**src/rtl/snn_result_streamer_pkg.sv**
```systemverilog
// Shared types and default sizes for the SNN result streamer.
// The beat struct is the FIFO payload; the state enum is the streamer FSM.
package snn_pkg;
  localparam int DEF_T = 4;
  localparam int DEF_N = 8;
  localparam int DW    = 32;
  localparam int UW    = 8;

  typedef struct packed {
    logic [DW-1:0] data;
    logic [UW-1:0] blk;
    logic          last;
  } snn_beat_t;

  typedef enum logic [1:0] {IDLE, RUN, DRAIN, DONE} streamer_state_t;

  // Address widths stay at least 1 bit so T=1 / N=1 builds keep real ports.
  function automatic int clog2_min1(input int v);
    return (v > 1) ? $clog2(v) : 1;
  endfunction
endpackage

```
**src/rtl/snn_result_streamer_fifo.sv**
```systemverilog
// Small registered FIFO with a registered head word; push and pop may coincide.
// Kept free of streamer types so the input-side block can reuse it.
module axis_skid_fifo #(
  parameter  int W     = 8,
  parameter  int DEPTH = 2,
  localparam int AW    = (DEPTH > 1) ? $clog2(DEPTH) : 1,
  localparam int CW    = $clog2(DEPTH + 1)
) (
  input  logic          clk,
  input  logic          rst_n,
  input  logic          push,
  input  logic [W-1:0]  din,
  input  logic          pop,
  output logic [W-1:0]  dout,
  output logic          empty,
  output logic          full,
  output logic [CW-1:0] count
);
  logic [DEPTH-1:0][W-1:0] mem;
  logic [AW-1:0]           wr_ptr, rd_ptr;
  logic                    do_push, do_pop;

  assign empty   = (count == '0);
  assign full    = (count == CW'(DEPTH));
  assign do_pop  = pop && !empty;
  assign do_push = push && (!full || do_pop);
  assign dout    = mem[rd_ptr];

  always_ff @(posedge clk or negedge rst_n) begin
    if (!rst_n) begin
      mem    <= '0;
      wr_ptr <= '0;
      rd_ptr <= '0;
      count  <= '0;
    end else begin
      if (do_push) begin
        mem[wr_ptr] <= din;
        wr_ptr      <= (wr_ptr == AW'(DEPTH - 1)) ? '0 : wr_ptr + 1'b1;
      end
      if (do_pop) rd_ptr <= (rd_ptr == AW'(DEPTH - 1)) ? '0 : rd_ptr + 1'b1;
      case ({do_push, do_pop})
        2'b10:   count <= count + CW'(1);
        2'b01:   count <= count - CW'(1);
        default: count <= count;
      endcase
    end
  end
endmodule

```
**src/rtl/snn_result_streamer.sv**
```systemverilog
// Streams every neuron state word (block-major) out of the state RAM as AXI-S beats.
// Reads are credit-limited so the 2-entry FIFO can never overflow under backpressure.
module snn_result_streamer import snn_pkg::*; #(
  parameter  int T  = DEF_T,
  parameter  int N  = DEF_N,
  localparam int BW = clog2_min1(T),
  localparam int NW = clog2_min1(N)
) (
  input  logic          aclk,
  input  logic          aresetn,
  input  logic          start,
  output logic          rd_en,
  output logic [BW-1:0] rd_block,
  output logic [NW-1:0] rd_addr,
  input  logic [DW-1:0] rd_data,
  output logic          m_tvalid,
  input  logic          m_tready,
  output logic [DW-1:0] m_tdata,
  output logic [UW-1:0] m_tuser,
  output logic          m_tlast,
  output logic          busy,
  output logic          done
);
  streamer_state_t state, state_nxt;
  logic [BW-1:0]   blk;
  logic [NW-1:0]   nrn;
  logic            inflight, tag_last, last_addr, pop;
  logic [UW-1:0]   tag_blk;
  logic [1:0]      fifo_count;
  logic [2:0]      credit;
  logic            fifo_empty, fifo_full;
  snn_beat_t       wbeat, head;

  assign last_addr = (blk == BW'(T - 1)) && (nrn == NW'(N - 1));
  assign pop       = m_tvalid && m_tready;
  // Counting the slot freed by this cycle's pop keeps 1 beat/cycle with tready high.
  assign credit    = 3'(fifo_count) - 3'(pop) + 3'(inflight);
  assign rd_en     = (state == RUN) && (credit < 3'd2) && !(fifo_full && !pop);
  assign rd_block  = blk;
  assign rd_addr   = nrn;

  always_ff @(posedge aclk or negedge aresetn) begin
    if (!aresetn) state <= IDLE;
    else          state <= state_nxt;
  end

  always_comb begin
    state_nxt = state;
    busy      = 1'b0;
    done      = 1'b0;
    case (state)
      IDLE:  if (start) state_nxt = RUN;
      RUN: begin
        busy = 1'b1;
        if (rd_en && last_addr) state_nxt = DRAIN;
      end
      DRAIN: begin
        busy = 1'b1;
        if (pop && head.last) state_nxt = DONE;
      end
      DONE: begin
        done      = 1'b1;
        state_nxt = IDLE;
      end
      default: state_nxt = IDLE;
    endcase
  end

  // Counters wrap back to 0 after the final read, so the next dump starts clean.
  always_ff @(posedge aclk or negedge aresetn) begin
    if (!aresetn) begin
      blk      <= '0;
      nrn      <= '0;
      inflight <= 1'b0;
      tag_blk  <= '0;
      tag_last <= 1'b0;
    end else begin
      inflight <= rd_en;
      if (rd_en) begin
        tag_blk  <= UW'(blk);
        tag_last <= last_addr;
        if (nrn == NW'(N - 1)) begin
          nrn <= '0;
          blk <= (blk == BW'(T - 1)) ? '0 : blk + 1'b1;
        end else begin
          nrn <= nrn + 1'b1;
        end
      end
    end
  end

  always_comb begin
    wbeat      = '0;
    wbeat.data = rd_data;
    wbeat.blk  = tag_blk;
    wbeat.last = tag_last;
  end

  axis_skid_fifo #(.W($bits(snn_beat_t)), .DEPTH(2)) u_fifo (
    .clk   (aclk),
    .rst_n (aresetn),
    .push  (inflight),
    .din   (wbeat),
    .pop   (pop),
    .dout  (head),
    .empty (fifo_empty),
    .full  (fifo_full),
    .count (fifo_count)
  );

  assign m_tvalid = !fifo_empty;
  assign m_tdata  = head.data;
  assign m_tuser  = head.blk;
  assign m_tlast  = head.last;
endmodule

```
**config.mk**
```make
export PLATFORM = sky130hd
export DESIGN_NAME = snn_result_streamer
export DESIGN_NICKNAME = d
export VERILOG_FILES = /design/src/rtl/snn_result_streamer_pkg.sv /design/src/rtl/snn_result_streamer_fifo.sv /design/src/rtl/snn_result_streamer.sv
export SDC_FILE = /design/constraint.sdc
export NUM_CORES = 1
export LEC_CHECK = 0
export ABC_AREA = 1
export ABC_CLOCK_PERIOD_IN_PS = 4000
export CORE_MARGIN = 2
export CORE_UTILIZATION = 51
export CTS_BUF_LIST = sky130_fd_sc_hd__clkbuf_8 sky130_fd_sc_hd__clkbuf_16
export CTS_CLUSTER_DIAMETER = 50
export DETAILED_ROUTE_END_ITERATION = 10
export GPL_TIMING_DRIVEN = 0
export PLACE_DENSITY = 0.8
export SYNTH_ARGS = -nofsm -noshare
export SYNTH_HDL_FRONTEND = slang
export SYNTH_SLANG_ARGS = --single-unit
```
**constraint.sdc**
```tcl
create_clock -name aclk -period 4 [get_ports aclk]
set_clock_uncertainty 0.05 [all_clocks]
set_input_delay 1.2 -clock aclk [delete_from_list [all_inputs] [get_ports aclk]]
set_output_delay 1.2 -clock aclk [all_outputs]
set_load 0.05 [all_outputs]
```
After elaboration in Yosys (flattened, before gate mapping)

Index checks and enable logic that the tools add are counted.

Bits in read-only memories: 0
Output and inout port bits: 50
Register bits after elaboration: 97
Bits in latches: 0
Memory bits (writable): 0
Word-level logic and storage cells: 71
Memories: 0

Multiply operators: 0
Bitwise gates (word level): 0
Shift-type cells: 0
Magnitude comparators: 4
Reduce and logical (&&, ||, !) cells: 21
Mux-type cells: 16
Add/sub/neg operators: 8
Div/mod/pow operators: 0
Equal/unequal tests: 11

Operator list:

| kind                                                                         | count |
|---|---|
| 41-bit 2-to-1 mux                                                            | 3 |
| 82-bit bitwise mux                                                           | 1 |
| 41-bit demux with 1-bit select                                               | 1 |
| 2-bit equality test, second input constant                                   | 5 |
| 1-bit logical AND                                                            | 10 |
| 2-bit 2-to-1 mux                                                             | 4 |
| 2-bit case mux with 4 select lines                                           | 1 |
| 2-bit by 1-bit adder with 2-bit output, second input constant                | 2 |
| 2-bit by 1-bit equality test with 1-bit output, second input constant        | 2 |
| 1-bit zero test                                                              | 4 |
| 2-bit zero test                                                              | 2 |
| 1-bit by 2-bit less-than comparator with 1-bit output, second input constant | 2 |
| 1-bit 2-to-1 mux                                                             | 4 |
| 2-bit inequality test, second input constant                                 | 2 |
| 2-bit case mux with 2 select lines                                           | 1 |
| 3-bit by 1-bit adder with 3-bit output                                       | 1 |
| 3-bit by 1-bit adder with 3-bit output, second input constant                | 1 |
| 3-bit equality test, second input constant                                   | 1 |
| 3-bit by 2-bit less-than comparator with 1-bit output, second input constant | 1 |
| 3-bit 2-to-1 mux                                                             | 1 |
| 3-bit AND reduction                                                          | 1 |
| 2-bit by 1-bit subtractor with 3-bit output                                  | 1 |
| 1-bit adder, second input constant                                           | 2 |
| 2-bit by 1-bit inequality test with 1-bit output, second input constant      | 1 |
| 6 further kinds                                                              | 6 |

Longest topological paths before layout

Depth in word-level cells: 11
Mapped depth: 12

Modules after synthesis

From an unflattened synthesis, not the netlist that was laid out.

Cells, all modules: 542
Area, all modules: 4,588.2 um2

Modules (own cells, without submodules):

| module              | area each (um2) | instances | seq. area each (um2) | cells an instance |
|---|---|---|---|---|
| axis_skid_fifo      | 3,926.3         | 1         | 2,152.1              | 467 |
| snn_result_streamer | 661.9           | 1         | 275.3                | 75 |

Worst setup path before layout

No wires, ideal clock.

Path type: input-to-output
Start: input port m_tready
End: output port rd_en
Data arrival time: 2.901 ns
Data required time: 2.750 ns
Setup slack: -0.151 ns
Stages on the path: 8
Cell sequence: inv_1 -> nor2_1 -> o21ai_0 -> fa_1 -> nand2_1 -> a21oi_1 -> nand3_1 -> inv_1

Longest elaborated chain between the ends: 6
Elaborated cells on any way between the ends: 9
Classes of those cells: add/sub: 2; order compare: 1; reduce/logical: 6

Ends and longest elaborated chain:

| element                                               | RTL line                  | text |
|---|---|---|
| from (decl)                                           | snn_result_streamer.sv:17 | `input logic m_tready,` |
| 1-bit logical AND *                                   | snn_result_streamer.sv:35 | `assign pop = m_tvalid && m_tready;` |
| 2-bit by 1-bit subtractor with 3-bit output           | snn_result_streamer.sv:37 | `assign credit = 3'(fifo_count) - 3'(pop) + 3'(inflight);` |
| 3-bit by 1-bit adder with 3-bit output                | snn_result_streamer.sv:37 |  |
| 3-bit by 2-bit less-than comparator with 1-bit output | snn_result_streamer.sv:38 | `assign rd_en = (state == RUN) && (credit < 3'd2) && !(fifo_full && !pop);` |
| 1-bit logical AND                                     | snn_result_streamer.sv:38 |  |
| 1-bit logical AND *                                   | snn_result_streamer.sv:38 |  |
| to (decl)                                             | snn_result_streamer.sv:12 | `output logic rd_en,` |

Mark *: on every way between the ends. The rest lies on a longest branch, timed or not.

Worst setup path after layout

Ends and elaborated chain as after synthesis.

==> impl_summary.md <==
STA
The maximum clock frequency is between 200 and 300 MHz. Setup repair after global routing left no endpoint under its margin. In the finished design, the share of the clock period the worst path needs comes to 0.972. The slack of the critical path is 0.111 ns. On the final layout, the worst hold slack is 0.435 ns. Setup violations remaining at the end of the flow were counted as 0. The minimum clock period after layout is 3.89 ns. The headroom to the max-slew limit is 0.615. The hold violation total from the final report is 0.

The count of final max-slew check failures is 0. The measured slew at the worst slew-check pin is 0.578 ns. Setup total negative slack on the finished layout was measured at 0 ns.

Drt
Summed over all layers, the routed wires come to around 9200 um. The routed wire length per instance is between 10 and 15 um. For this block, the initial DRC count from the detailed router was about 200. For this block, the via count after detailed routing is 3,372. After detailed routing, the number of remaining DRC violations is 0.

The count of TritonRoute iterations in the first routing pass is 5. The remaining number of nets flagged by the antenna check after routing is 0. Using the TritonRoute via totals, the vias-per-cell ratio works out to about 5.

Setup path
The count of cells along the worst register-to-register path is 14. For the worst setup path, the data required time is 2.75 ns. The critical path class is input pin to output port. The maximum fanout along the worst path is 4. The signal on the critical path passes through clkbuf_2 -> inv_2 -> nor2_4 -> o21ai_1 -> fa_1 -> nand2_1 -> a21oi_2 -> nand3_2 -> clkinvlp_4 -> buf_8. At the worst endpoint, the arrival time is around 2.6 ns. The reg-to-reg endpoint is rd_block[0]. The reg-to-reg critical path startpoint is u_fifo.count[0].

In this run the register-to-register setup slack is 1.37 ns. The startpoint kind of the worst setup timing path is an input pin. In this design, the stage delay of the slowest critical-path cell is approximately 0.49 ns. The critical-path cell with the highest stage delay is sky130_fd_sc_hd__fa_1. The endpoint kind of the worst setup timing path is an output port.

Power and ir drop
The largest vdd supply drop is 567 uV. In this run the power density over the cells is 899 nW/um^2. For this design the static power due to leakage is around 2.7 nW.

Worst hold path
The path category of the worst min-delay check is flop to flop. The start point of the worst min-delay path is u_fifo.mem[17]. For hold timing, the worst endpoint is u_fifo.mem[17]. The worst hold path passes through 2 cells.

Placed design
After detailed placement, the total cell area comes to 4990 sq um. The pre-CTS setup slack is -1.45 ns. At the end of routability-driven placement, the weighted congestion stood at about 0.86. The number of input and output port buffers inserted is 79. The post-DP HPWL is between 6000 and 7000 um.

After detailed placement, the design holds a cell count of 658.

GRT
The first-pass GRT wire length is ~15,000 um. The number of antenna violations at the first check in global routing is 0. The overall track demand over capacity in global routing is 0.223. The via count of the first global-routing pass came to 3,261. Entering global routing, the biggest net connects between 50 and 60 pins. The remaining global-route overflow is 0.

Synthesis
The portion of synthesized area spent on multiplexers is 0. Of the total synthesized cell area, the portion taken by full adders, half adders and majority gates is 0.0299. Of the total synthesized cell area, the portion taken by AND, OR, NAND and NOR gates is 0.203. The synthesized netlist occupies a cell area of 4020 sq um.

The sequential area share after synthesis is 0.529. The xor and xnor fraction of the mapped netlist area is 0.00653. The synthesized instance count is between 400 and 500. Synthesis inferred 85 register bits. The synthesized area per cell is around 8.5 sq um.

The post-synthesis compound-gate area fraction was 0.137. The dominant combinational cell family by area after synthesis is simple AND/OR/NAND/NOR gates. The number of warning messages in the yosys log is 0. The number of different library cells used by synthesis comes to 26.

Floorplanning
The floorplan step defined a die boundary enclosing 8610 sq um. The die span in x is 92.8 um. The I/O pin count is between 80 and 90.

For this configuration, the core starts out at a cell density of 0.523. The die is about 93 um tall. The count of standard-cell rows is 32.

The area of the core region is between 7000 and 8000 sq um.

Clock tree
The TritonCTS clock tree is built. The clock latency on the worst-skew pair is 0.35 ns. CTS placed an instance of sky130_fd_sc_hd__clkbuf_8 at the clock tree root.

The deepest clock path buffer count is 2. Counting the buffers created by CTS gives 9. The H-tree was split into 3 levels. The clock transition at the registers of the reported paths is 0.08 ns. The clock drives 85 sinks.

Layout
0 antenna diodes ended up in the layout. The finished cells cover about 5300 sq um. Relative to the synthesized area, the layout overhead comes to 31.0%. Leaving out fill and tap cells, the most frequent cells in the layout are 198 x sky130_fd_sc_hd__nand2_1, 85 x sky130_fd_sc_hd__dfrtp_1, 76 x sky130_fd_sc_hd__clkdlybuf4s50_1.

The library cell used most frequently in the layout, excluding fill and tap cells, is sky130_fd_sc_hd__nand2_1. The finished layout holds approximately 700 standard cells, fillers aside. After the last flow step, the layout net total stands at 622. The fraction of layout cells with a size suffix above 1 is 0.151. The number of fillers in the final layout is 616.

Run
The tool flagged a number of max-cap violations equal to 0.

Status
The run finished with clean final reports.
worst max-delay path: cells and delay by family:
kind / cells / cell delay, ns
AO/OA/AOI/OAI: 2 / 0.24
adder cells (fa/ha/maj): 1 / 0.49
buffers and inverters: 4 / 0.40
AND/OR/NAND/NOR: 3 / 0.30
per-layer routing:
| metal | global-route usage | vias to the layer above | share of wire |
|---|---|---|---|
| met5 | 0 | - | 0 |
| met3 | 0.0431 | 11 | 0.056 |
| met4 | 0.0748 | 0 | 0.014 |
| met1 | 0.286 | 1612 | 0.44 |
| li1 | - | 1655 | - |
| met2 | 0.380 | 94 | 0.49 |
report_power, final:
| part | switching (mW) | internal, mW |
|---|---|---|
| Sequential | 0.212 | 1.22 |
| Clock | 0.303 | 0.285 |
| Combinational | 1.79 | 0.934 |
state kept, by name, indices dropped and copies added, names as in the netlist:
register	cells
u_fifo.count	2
rd_block	2
u_fifo.rd_ptr	1
u_fifo.wr_ptr	1
tag_blk	2
state	2
rd_addr	3
tag_last	1
inflight	1
u_fifo.mem	70
synth_stat cells:
library cell                 n  area share
sky130_fd_sc_hd__nand3_2     1      0.0025
sky130_fd_sc_hd__conb_1      1     0.00093
sky130_fd_sc_hd__inv_1      48       0.045
sky130_fd_sc_hd__o21ai_2    35       0.076
sky130_fd_sc_hd__nor2_1      5      0.0047
sky130_fd_sc_hd__a21boi_0    1      0.0019
sky130_fd_sc_hd__buf_4       6       0.011
sky130_fd_sc_hd__nand3_1     4      0.0050
sky130_fd_sc_hd__or2_2       1      0.0016
sky130_fd_sc_hd__fa_1        1      0.0050
sky130_fd_sc_hd__ha_1        8       0.025
sky130_fd_sc_hd__a21oi_1     3      0.0037
sky130_fd_sc_hd__o21ai_0    43       0.054
sky130_fd_sc_hd__clkinv_1    1     0.00093
sky130_fd_sc_hd__nand2_1   198        0.18
sky130_fd_sc_hd__buf_6       8       0.022
sky130_fd_sc_hd__nand4_1     1      0.0016
sky130_fd_sc_hd__nand2_2     1      0.0016
sky130_fd_sc_hd__or2_1       1      0.0016
sky130_fd_sc_hd__o21a_1      1      0.0019
sky130_fd_sc_hd__xnor2_1     1      0.0022
sky130_fd_sc_hd__buf_2       1      0.0012
sky130_fd_sc_hd__xor2_1      2      0.0044
sky130_fd_sc_hd__inv_2       1     0.00093
sky130_fd_sc_hd__clkbuf_1   13       0.012
sky130_fd_sc_hd__dfrtp_1    85        0.53
through the flow:
stage | utilization | power [mW]
floorplan | - | 3.28
global placement | 0.646 | 4.04
detailed placement | 0.650 | 4.11
CTS | 0.681 | 4.74
global route | 0.685 | 5.04
finish | 0.685 | 4.74
worst max path at each step:
stage | slack (ns) | cells past startpoint | from | endpoint
6_report | 0.11 | 10 | m_tready | rd_en
5_1_grt | 0.02 | 10 | m_tready | rd_en
3_3_place_gp | -1.37 | 10 | m_tready | rd_en
2_1_floorplan | 0.002 | 8 | m_tready | rd_en
4_1_cts | 0.005 | 9 | m_tready | rd_en
3_5_place_dp | -1.45 | 10 | m_tready | rd_en
repair_timing:
action,in CTS,in global routing
resized for setup,15,2
pin swaps,2,2
setup endpoints to repair,1,1
hold buffers,0,0
buffers inserted,5,5
final cells by class:
class,count,area (sq um),share of cell area
flip-flops and latches,85,2130,0.404
multi-input cells,313,1550,0.295
repair buffers,90,891,0.169
inverters,50,191,0.0363
plain buffers,28,189,0.0359
well taps,102,128,0.0242
clock buffers,9,124,0.0235
clock inverters,7,65.1,0.0123
cell families after synthesis:
| group | count (synthesis) |
|---|---|
| DFF | 85 |
| other | 1 |
| adders and majority gates | 9 |
| xor gates and xnor gates | 3 |
| and+or+nand+nor | 212 |
| buffers and inverters | 78 |
| AOI/OAI and AO/OA | 83 |
Note: power is estimated with default switching activity, not from simulation.
